[config.mk]
export PLATFORM = sky130hd
export DESIGN_NAME = sram_req_arbiter
export DESIGN_NICKNAME = d
export VERILOG_FILES = /design/src/rtl/sram_req_arbiter.sv
export SDC_FILE = /design/constraint.sdc
export NUM_CORES = 1
export LEC_CHECK = 0
export BUFFER_PORTS_ARGS = -buffer_cell sky130_fd_sc_hd__buf_4
export CORE_AREA = 4 4 94 96
export CTS_BUF_LIST = sky130_fd_sc_hd__clkbuf_4 sky130_fd_sc_hd__clkbuf_8
export DETAILED_ROUTE_END_ITERATION = 10
export DIE_AREA = 0 0 98 100
export PLACE_DENSITY = 0.79
export SYNTH_ARGS = -nofsm -noshare
export SYNTH_HDL_FRONTEND = slang
export SYNTH_SLANG_ARGS = --single-unit
[constraint.sdc]
create_clock -name clk -period 4.4 [get_ports clk]
set_input_delay 0.44 -clock clk [delete_from_list [all_inputs] [get_ports clk]]
set_output_delay 0.44 -clock clk [all_outputs]
set_load 0.1 [all_outputs]
[src/rtl/sram_req_arbiter.sv]
// rtl/sram_req_arbiter.sv - two-to-one fetch/data arbiter for a shared SRAM-like port
module sram_req_arbiter #(
  parameter int MAX_OUTST    = 4,
  parameter int STARVE_LIMIT = 8
) (
  input  logic        clk,
  input  logic        rst,
  input  logic        inst_req,
  input  logic [31:0] inst_addr,
  output logic        inst_addr_ok,
  output logic        inst_data_ok,
  input  logic        data_req,
  input  logic        data_wr,
  input  logic [1:0]  data_size,
  input  logic [3:0]  data_wstrb,
  input  logic [31:0] data_addr,
  input  logic [31:0] data_wdata,
  output logic        data_addr_ok,
  output logic        data_data_ok,
  output logic [31:0] rdata,
  output logic        mem_req,
  output logic        mem_wr,
  output logic [1:0]  mem_size,
  output logic [3:0]  mem_wstrb,
  output logic [31:0] mem_addr,
  output logic [31:0] mem_wdata,
  input  logic        mem_addr_ok,
  input  logic        mem_data_ok,
  input  logic [31:0] mem_rdata
);

  localparam int PW = $clog2(MAX_OUTST);
  localparam int CW = $clog2(MAX_OUTST + 1);
  localparam int SW = $clog2(STARVE_LIMIT + 1);
  localparam logic [CW-1:0] FULL_CNT   = CW'(MAX_OUTST);
  localparam logic [SW-1:0] STARVE_MAX = SW'(STARVE_LIMIT);

  // Owner bit per entry: 0 = inst, 1 = data.
  logic                 lock_q, lock_d;
  logic                 lock_owner_q, lock_owner_d;
  logic [MAX_OUTST-1:0] fifo_q;
  logic [PW-1:0]        wr_ptr_q, rd_ptr_q;
  logic [CW-1:0]        count_q, count_d;
  logic [SW-1:0]        starve_q, starve_d;

  logic gnt_vld, gnt_own, full, hs, inst_hs, pop, head;

  assign full = (count_q == FULL_CNT);
  assign head = fifo_q[rd_ptr_q];

  // Grant selection: a stalled request keeps the port; otherwise starved inst, then data, then inst.
  always_comb begin
    gnt_vld = 1'b0;
    gnt_own = 1'b0;
    if (!rst) begin
      if (lock_q) begin
        gnt_vld = 1'b1;
        gnt_own = lock_owner_q;
      end else if (full) begin
        gnt_vld = 1'b0;
      end else if (inst_req && (starve_q == STARVE_MAX)) begin
        gnt_vld = 1'b1;
        gnt_own = 1'b0;
      end else if (data_req) begin
        gnt_vld = 1'b1;
        gnt_own = 1'b1;
      end else if (inst_req) begin
        gnt_vld = 1'b1;
        gnt_own = 1'b0;
      end
    end
  end

  // Payload mux from the grantee; fetch is always a word read.
  always_comb begin
    mem_wr    = 1'b0;
    mem_size  = 2'd0;
    mem_wstrb = 4'd0;
    mem_addr  = 32'd0;
    mem_wdata = 32'd0;
    if (gnt_vld && gnt_own) begin
      mem_wr    = data_wr;
      mem_size  = data_size;
      mem_wstrb = data_wstrb;
      mem_addr  = data_addr;
      mem_wdata = data_wdata;
    end else if (gnt_vld) begin
      mem_size  = 2'd2;
      mem_addr  = inst_addr;
    end
  end

  assign mem_req      = gnt_vld;
  assign hs           = gnt_vld & mem_addr_ok;
  assign inst_hs      = hs & ~gnt_own;
  assign inst_addr_ok = inst_hs;
  assign data_addr_ok = hs & gnt_own;

  // Responses with nothing outstanding (e.g. after a reset) are ignored.
  assign pop          = ~rst & mem_data_ok & (count_q != '0);
  assign inst_data_ok = pop & ~head;
  assign data_data_ok = pop & head;
  assign rdata        = mem_rdata;

  // Next-state for lock, occupancy and starvation counter.
  always_comb begin
    lock_d       = lock_q;
    lock_owner_d = lock_owner_q;
    if (hs) begin
      lock_d = 1'b0;
    end else if (gnt_vld) begin
      lock_d       = 1'b1;
      lock_owner_d = gnt_own;
    end
    count_d = count_q;
    if (hs && !pop) begin
      count_d = count_q + CW'(1);
    end else if (!hs && pop) begin
      count_d = count_q - CW'(1);
    end
    starve_d = starve_q;
    if (!inst_req || inst_hs) begin
      starve_d = '0;
    end else if (starve_q != STARVE_MAX) begin
      starve_d = starve_q + SW'(1);
    end
  end

  // State registers: order FIFO, pointers, lock and starvation tracking.
  always_ff @(posedge clk) begin
    if (rst) begin
      lock_q       <= 1'b0;
      lock_owner_q <= 1'b0;
      fifo_q       <= '0;
      wr_ptr_q     <= '0;
      rd_ptr_q     <= '0;
      count_q      <= '0;
      starve_q     <= '0;
    end else begin
      lock_q       <= lock_d;
      lock_owner_q <= lock_owner_d;
      count_q      <= count_d;
      starve_q     <= starve_d;
      if (hs) begin
        fifo_q[wr_ptr_q] <= gnt_own;
        wr_ptr_q         <= wr_ptr_q + PW'(1);
      end
      if (pop) begin
        rd_ptr_q <= rd_ptr_q + PW'(1);
      end
    end
  end

endmodule

; After elaboration in Yosys (flattened, before gate mapping)
; Index checks and enable logic that the tools add are counted.
; W data, S select, Z words.
[totals]
register_bits = 17
input_bits = 141
out_inout_bits = 108
elab_cells = 68
[classes]
add_sub_neg = 5
magnitude_cmp = 3
n_eq_ne = 3
mux = 25
bitwise_logic = 11
n_reduce_logical = 14
[ops]
columns = cell, count
row1 = $mux W32, 3
row2 = $mux W1, 14
row3 = $and A1 B1 Y1, 7
row4 = $lt A2 B3 Y1 const B, 2
row5 = $mux W3, 2
row6 = $logic_and A1 B1 Y1, 5
row7 = $add A2 B1 Y2 const B, 2
row8 = $add A4 B1 Y4 const B, 1
row9 = $bwmux W4, 1
row10 = $eq A4 B4 Y1 const B, 1
row11 = $mux W2, 2
row12 = $mux W4, 1
row13 = $ne A4 B4 Y1 const B, 1
row14 = $not A1 Y1, 4
row15 = $reduce_or A2 Y1, 2
row16 = $add A3 B1 Y3 const B, 1
row17 = $eq A3 B3 Y1 const B, 1
row18 = $logic_not A1 Y1, 3
row19 = $reduce_bool A3 Y1, 1
row20 = $sub A3 B1 Y3 const B, 1
row21 = $bmux W1 S2, 1
row22 = $demux W1 S2, 1
row23 = $ge A2 B1 Y1 const B, 1
row24 = $reduce_and A2 Y1, 1
row25 = other kinds (2), 2

; Longest topological paths before layout
; Gate-level depths: netlist (run 1).
[depth]
depth_word = 11
ltp_mapped = 10
ltp_nobuf = 9

; Worst setup path after synthesis (run 1)
; No wires, ideal clock.
[synth_path]
path_type = in2out
from = in mem_addr_ok
to = out data_addr_ok
t_arrival_ps = 3749
required_ps = 3960
slack_ps = 211
cell_stages = 3
path_buffers = 1
cell_sequence = clkbuf_1 inv_1 nor4_1
[synth_via]
elab_chain_len = 2
[synth_lines]
columns = item, line
row1 = "start, declared", 27  ; input logic mem_addr_ok,
row2 = $and A1 B1 Y1, 94  ; assign hs = gnt_vld & mem_addr_ok;
row3 = $and A1 B1 Y1, 97  ; assign data_addr_ok = hs & gnt_own;
row4 = "end, declared", 18  ; output logic data_addr_ok,
; No other way between the ends.

; Worst setup path after layout (run 1)
[layout_path]
from = reg starve_q[0]
to = out mem_addr[25]
[layout_via]
elab_chain_len = 8
word_cells_on_any_way = 13
cone_classes = 1 x eq/ne / 10 x mux / 2 x reduce/logical
[layout_lines]
columns = item, line
row1 = "start, declared", 44  ; logic [SW-1:0] starve_q, starve_d;
row2 = "start signal, assigned", 143  ; starve_q <= starve_d;
row3 = $eq A4 B4 Y1 *, 61  ; end else if (inst_req && (starve_q == STARVE_MAX)) begin
row4 = $logic_and A1 B1 Y1 *, 61
row5 = $mux W1, 61
row6 = $mux W1, 59  ; end else if (full) begin
row7 = $mux W1, 56  ; if (lock_q) begin
row8 = $mux W1, 55  ; if (!rst) begin
row9 = $mux W32 / $logic_and A1 B1 Y1 (equally long branches), "87, 81"
row10 = $mux W32 *, 81  ; if (gnt_vld && gnt_own) begin
row11 = "end, declared", 25  ; output logic [31:0] mem_addr,
; Mark *: on every way between the ends. The rest lies on a longest branch, timed or not.

==> metrics.md, run 1 <==
| Metric | Value |
|---|---|
| Total wire length | 8929 um |
| Met2 GRT Util | 0.3314 |
| IO Pins | 249 |
| Sequential area share after synthesis | 0.1494 |
| Initial DRC Count | 98 |
| Fin nets | 578 |
| CP arrival | 2.58 ns |
| Antenna-violating nets left | 0 |
| CTS Buffer Depth | 2 |
| Slew headroom | 0.4093 |
| Share of cells above drive strength 1 | 0.4626 |
| Die ar. | 0.009800 sq mm |
| Post-DP HPWL | 7113 um |
| Fillers | 820 |
| Initial core utilization | 0.2830 |
| Placed cells | 529 |
| Final hold violations | 0 |
| Syn Nets | 449 |
| Largest net degree at the start of global routing | 107 |
| Post-cts resize count | 0 |
| FP Rows | 33 |
| First-pass iteration count of the detailed router | 4 |
| CTS tree | built |
| Required @ worst endpoint | 3.96 ns |
| Yosys warning count | 0 |
| HP Class | input pin to register |
| Vias per inst | 5.169 |
| Total global-route track usage | 0.1653 |
| First-pass GRT wire length | 13,430 um |
| Max Cap Violations | 0 |
| Post-Syn Instances | 300 |
| Via Count | 2,755 |
| Most common cell after layout, fill and taps aside | buf_4 |
| Die extent in y | 100 um |
| Slew @ Worst Pin | 0.8860 ns |
| Initial antenna violation count | 0 |
| Synth async-reset ratio | 0 |
| Final Cycle Share | 0.6871 |
| P_leak | 1.828 nW |
| Pwr dens | 394.6 mW/mm^2 |
| EDFF count, synth | 0 |
| Fin Setup TNS | 0 ns |
| Count of pins over their slew limit | 0 |
| Grt ovf | 0 |
| PortBufs | 184 |
| Post-CTS Setup Repair Bufs | 0 |
| Netlist cell types | 46 |
| Worst Setup Start Kind | register |
| ANT cells | 0 |
| Area Growth Syn to Fin | 51.62% |
| TritonCTS Buffers | 3 |
| Skew-Pair Late Insertion Delay | 0.25 ns |
| Primary FF master, synth | dfxtp_1 |
| RSZ-0062 raised after global routing | no |
| Post-synthesis cell area | 0.002278 sq mm |
| Worst Setup End Kind | output port |
| Vias in the first global route | 2,677 |
| CTS Sinks | 17 |
| Die width | 98 um |
| Final setup vio count | 0 |
| Hold_buf cts | 0 |
| Status | finished, final reports clean |
| Core area | 0.008051 sq mm |
| Final routed DRC violation total | 0 |
| Fin crit period | 3.023 ns |
| Max IR drop VDD | 0.2228 mV |
| Placer congestion estimate | 0.8288 |
| Grt peak-use layer | met2 |
| Commonest cells after routing, fill and taps aside | buf_4 (187), and3_1 (38), nand4_1 (35) |
| WL per Instance | 16.75 um |
| Final Skew | 0.002716 ns |
| Met3 usage | 0.04795 |
| Register clock-pin slew on the reported worst setup and hold paths | 0.06 ns |
| CTS root buffer | clkbuf_8 |
| H-tree levels | 1 |
| Post-Layout Cell Count | 533 |
| Syn avg cell area | 7.595 sq um |
| Path type of the worst setup path | register to output port |
| Met1 Usage GRT | 0.1771 |
| Post-synthesis register bit count | 17 |
| F_max | 330.8 MHz |
| Critical Path Fanout Max | 70 |
==> state kept, by name (all words and copies together) (netlist names) <==
name / count
rd_ptr_q: 2
wr_ptr_q: 2
lock_q: 1
starve_q: 4
fifo_q: 4
lock_owner_q: 1
count_q: 3
==> through the flow <==
| stage | hold WS [ns] | util | setup slack (ns) | cell area [sq um] | total power (W) |
|---|---|---|---|---|---|
| 2_1_floorplan | 0.4337 | - | 0.2111 | 2278 | 0.001166 |
| 3_3_place_gp | 0.4460 | 0.4230 | 1.653 | 3406 | 0.001236 |
| 3_5_place_dp | 0.4582 | 0.4230 | 1.607 | 3406 | 0.001249 |
| 4_1_cts | 0.4288 | 0.4291 | 1.344 | 3455 | 0.001370 |
| 5_1_grt | 0.4421 | 0.4291 | 1.218 | 3455 | 0.001423 |
| 6_report | 0.4297 | 0.4291 | 1.377 | 3455 | 0.001363 |
==> final cells by class <==
class / count / area [sq um] / area share
Clock buffer: 4 / 48.80 / 0.01413
Inverter: 9 / 33.78 / 0.009779
Multi-Input combinational cell: 211 / 1496 / 0.4332
Sequential cell: 17 / 340.3 / 0.09852
Tap cell: 105 / 131.4 / 0.03803
Timing Repair Buffer: 187 / 1404 / 0.4064
==> per-layer routing <==
layer  vias up  part of all wire  wire, um
met5         -                 0         0
met4         0            0.0030        27
met3         6             0.092       823
met2       138              0.54      4799
met1      1294              0.37      3278
li1       1317                 -         -
==> logic make-up (layout without fill, tap and decap cells) <==
logic type,count (synthesis),in the layout,synth area share
flip-flops,17,17,0.1494
AO/OA/AOI/OAI,28,28,0.09280
XOR/XNOR,5,5,0.01922
multiplexers,35,35,0.1593
buffers and inverters,72,200,0.1977
adder cells (fa/ha/maj),8,8,0.04723
AND/OR/NAND/NOR,135,135,0.3344
==> power breakdown <==
part	total (W)	internal [W]	leakage [nW]	switching (W)
sequential	0.000197	0.000172	0.139	0.0000246
clock	0.000120	0.0000703	0.0262	0.0000497
combinational	0.00105	0.000273	1.66	0.000774
total	0.00136	0.000515	1.83	0.000848
==> worst paths after layout <==
| kind | start | to | slack, ns | cells after the start |
|---|---|---|---|---|
| max | starve_q[0]$_SDFFE_PP0P_ | mem_addr[25] | 1.38 | 6 |
| min | mem_addr_ok | lock_q$_SDFFE_PP0N_ | 0.43 | 2 |
| max reg2reg | count_q[0]$_SDFFE_PP0P_ | count_q[2]$_SDFFE_PP0P_ | 2.08 | 8 |
| min reg2reg | lock_owner_q$_SDFFE_PP0P_ | lock_owner_q$_SDFFE_PP0P_ | 0.47 | 2 |
==> cells in the mapped netlist (2+ instances only) <==
cell type,number,area share
buf_6,7,0.035
nor2_1,7,0.012
and3_1,38,0.10
or3_1,3,0.0082
and2_1,2,0.0055
a21oi_1,6,0.013
nor2b_1,2,0.0055
buf_4,33,0.11
inv_1,8,0.013
ha_1,7,0.038
a311oi_1,4,0.015
o31ai_1,2,0.0066
nor3_1,2,0.0044
dfxtp_1,17,0.15
mux2i_1,34,0.15
xor2_1,4,0.015
nand4_1,35,0.096
a211oi_1,3,0.0099
a41oi_1,4,0.015
a31oi_1,2,0.0055
buf_1,2,0.0033
clkbuf_2,3,0.0066
nand2_1,33,0.054
o21ai_0,2,0.0044
clkbuf_1,18,0.030
nor4_1,2,0.0055
==> critical path, stage by stage, from the launching register on <==
cell and delay, ns:
dfxtp_1 0.38, inv_1 0.07, ha_1 0.21, nand4b_1 0.20, a31o_4 0.75, mux2i_1 0.32
buf_4 0.33
No activity file was read; power rests on OpenSTA's default activity.
==> run 2: changes to the inputs <==
CORE_AREA = 4 4 95 97   (was 4 4 94 96)
DIE_AREA = 0 0 99 101   (was 0 0 98 100)
PLACE_DENSITY = 0.8   (was 0.79)
clock period = 2.6 ns   (was 4.4 ns; I/O delays follow)
==> metrics.md, run 2 (synthesized netlist as in run 1, its figures left out) <==
| Metric | Value |
|---|---|
| Status | finished, final reports clean (unchanged) |
| First-pass GRT wire length | 12,780 um (was 13,430 um) |
| CTS Sinks | 17 (unchanged) |
| Worst Setup End Kind | output port (unchanged) |
| Vias in the first global route | 2,614 (was 2,677) |
| Worst path slowest cell | dfxtp_1 (was a31o_4) |
| CTS root buffer | clkbuf_8 (unchanged) |
| Multi-input gate area | 0.001511 sq mm (was 0.001496 sq mm) |
| Initial core utilization | 0.2801 (was 0.2830) |
| Final Skew | 0.005493 ns (was 0.002716 ns) |
| Final Cycle Share | 0.9379 |
| WL per Instance | 15.69 um (was 16.75 um) |
| Vias per inst | 5.078 (was 5.169) |
| Max stage delay on crit path | 0.39 ns (was 0.75 ns) |
| Path type of the worst setup path | register to output port (unchanged) |
| Most common cell after layout, fill and taps aside | buf_4 (unchanged) |
| ANT cells | 0 (unchanged) |
| Final routed DRC violation total | 0 (unchanged) |
| CP arrival | 2.18 ns (was 2.58 ns) |
| Final hold violations | 0 (unchanged) |
| Top delay family on crit path | buffers and inverters (was compound AO/OA/AOI/OAI gates) |
| F_max | 410.1 MHz |
| P_leak | 1.854 nW (was 1.828 nW) |
| Post-CTS Setup Repair Bufs | 0 (unchanged) |
| Final setup vio count | 0 (unchanged) |
| Fin nets | 582 (was 578) |
| Core area | 0.008134 sq mm (was 0.008051 sq mm) |
| Initial DRC Count | 132 (was 98) |
| Fillers | 787 (was 820) |
| Skew-Pair Late Insertion Delay | 0.25 ns (about the same) |
| Hold_buf cts | 0 (unchanged) |
| Grt ovf | 0 (unchanged) |
| TritonCTS Buffers | 3 (unchanged) |
| Largest net degree at the start of global routing | 56 (was 107) |
| Max IR drop VDD | 0.4303 mV (was 0.2228 mV) |
| Pwr dens | 664.5 mW/mm^2 (was 394.6 mW/mm^2) |
| Post-cts resize count | 0 (unchanged) |
| Area Growth Syn to Fin | 54.64% (was 51.62%) |
| Initial antenna violation count | 0 (unchanged) |
| FP Rows | 33 (unchanged) |
| Max Cap Violations | 0 (unchanged) |
| Critical Path Fanout Max | 48 (was 70) |
| Fin util | 0.4332 (was 0.4291) |
| Fin crit period | 2.439 ns |
| Slew @ Worst Pin | 0.5850 ns (was 0.8860 ns) |
| Cell breakdown of the critical path | inv_1 -> ha_1 -> nand4b_1 -> a31o_4 -> buf_12 -> mux2i_1 -> buf_4 (was inv_1 -> ha_1 -> nand4b_1 -> a31o_4 -> mux2i_1 -> buf_4) |
| Required @ worst endpoint | 2.34 ns (was 3.96 ns) |
| Share of cells above drive strength 1 | 0.4769 (was 0.4626) |
| Total global-route track usage | 0.1523 (was 0.1653) |
| CTS tree | built (unchanged) |
| Sequential cell area | 340.3 sq um (unchanged) |
| First-pass iteration count of the detailed router | 4 (unchanged) |
| Via Count | 2,727 (was 2,755) |
| HP Class | input pin to register (unchanged) |
| Top Registers | fifo_q x4, starve_q x4, count_q x3 (unchanged) |
| Antenna-violating nets left | 0 (unchanged) |
| PortBufs | 184 (unchanged) |
| Slew headroom | 0.6045 (was 0.4093) |
| Die width | 99 um (was 98 um) |
| Worst Path Buf+Inv | 3 (was 2) |
| Commonest cells after routing, fill and taps aside | buf_4 (187), and3_1 (38), nand4_1 (35) (unchanged) |
| Count of pins over their slew limit | 0 (unchanged) |
| Register clock-pin slew on the reported worst setup and hold paths | 0.07 ns (was 0.06 ns) |
| Post-DP HPWL | 6627 um (was 7113 um) |
| Die extent in y | 101 um (was 100 um) |
| RSZ-0062 raised after global routing | no (unchanged) |
| IO Pins | 249 (unchanged) |
| Total power | 0.002341 W (was 0.001363 W) |
| CTS Buffer Depth | 2 (unchanged) |
| H-tree levels | 1 (unchanged) |
| Placer congestion estimate | 0.8686 (was 0.8288) |
| Total wire length | 8426 um (was 8929 um) |
| Worst Setup Start Kind | register (unchanged) |
| Die ar. | 0.009999 sq mm (was 0.009800 sq mm) |
==> run 2: changes by cell type in the layout (fill, tap and decap cells not counted) <==
cell	delta
and2_1	-1
and2_2	+1
buf_12	+1
buf_6	+3
mux2i_1	-2
mux2i_2	+2
nor4_1	-1
nor4_2	+1
==> run 2: power by group <==
part | internal [W] | switching [W] | total [W]
Combinational | 0.000486 | 0.00132 | 0.00180
Sequential | 0.000292 | 0.0000410 | 0.000333
Clock | 0.000119 | 0.0000862 | 0.000205
Total | 0.000897 | 0.00144 | 0.00234
==> run 2: layout make-up <==
type                    instances  area share
well taps                     105     0.03729
flip-flops and latches         17     0.09659
clock buffers                   4     0.01385
repair buffers                191      0.4137
inverters                       9    0.009588
multi-input cells             211      0.4290
==> run 2: stage by stage <==
step	TNS, ns	worst slack (ns)	cell area [sq um]	hold WS [ns]	std cells
2_1_floorplan	-14.54	-0.4767	2293	0.3321	300
3_3_place_gp	0	0.4051	3463	0.4445	533
3_5_place_dp	0	0.3279	3463	0.4549	533
4_1_cts	0	0.06417	3512	0.2453	537
5_1_grt	0	0.0004443	3523	0.2543	537
6_report	0	0.1614	3523	0.2534	537
==> run 2: worst paths after layout <==
kind / depth (start not counted) / end / start / slack, ns
worst max-delay path: 7 / mem_addr[29] / starve_q[0]$_SDFFE_PP0P_ / 0.16
worst min-delay path: 2 / lock_q$_SDFFE_PP0N_ / mem_addr_ok / 0.25
worst max register to register: 8 / count_q[2]$_SDFFE_PP0P_ / count_q[0]$_SDFFE_PP0P_ / 0.31
worst min register to register: 2 / lock_owner_q$_SDFFE_PP0P_ / lock_owner_q$_SDFFE_PP0P_ / 0.46
==> run 2: metal layers <==
metal | GRT usage | wire length, um | up-vias
met2 | 0.2686 | 4247 | 138
met1 | 0.1787 | 3212 | 1249
met3 | 0.04706 | 819 | 16
met4 | 0.03992 | 147 | 0
met5 | 0 | 0 | -
li1 | - | - | 1324
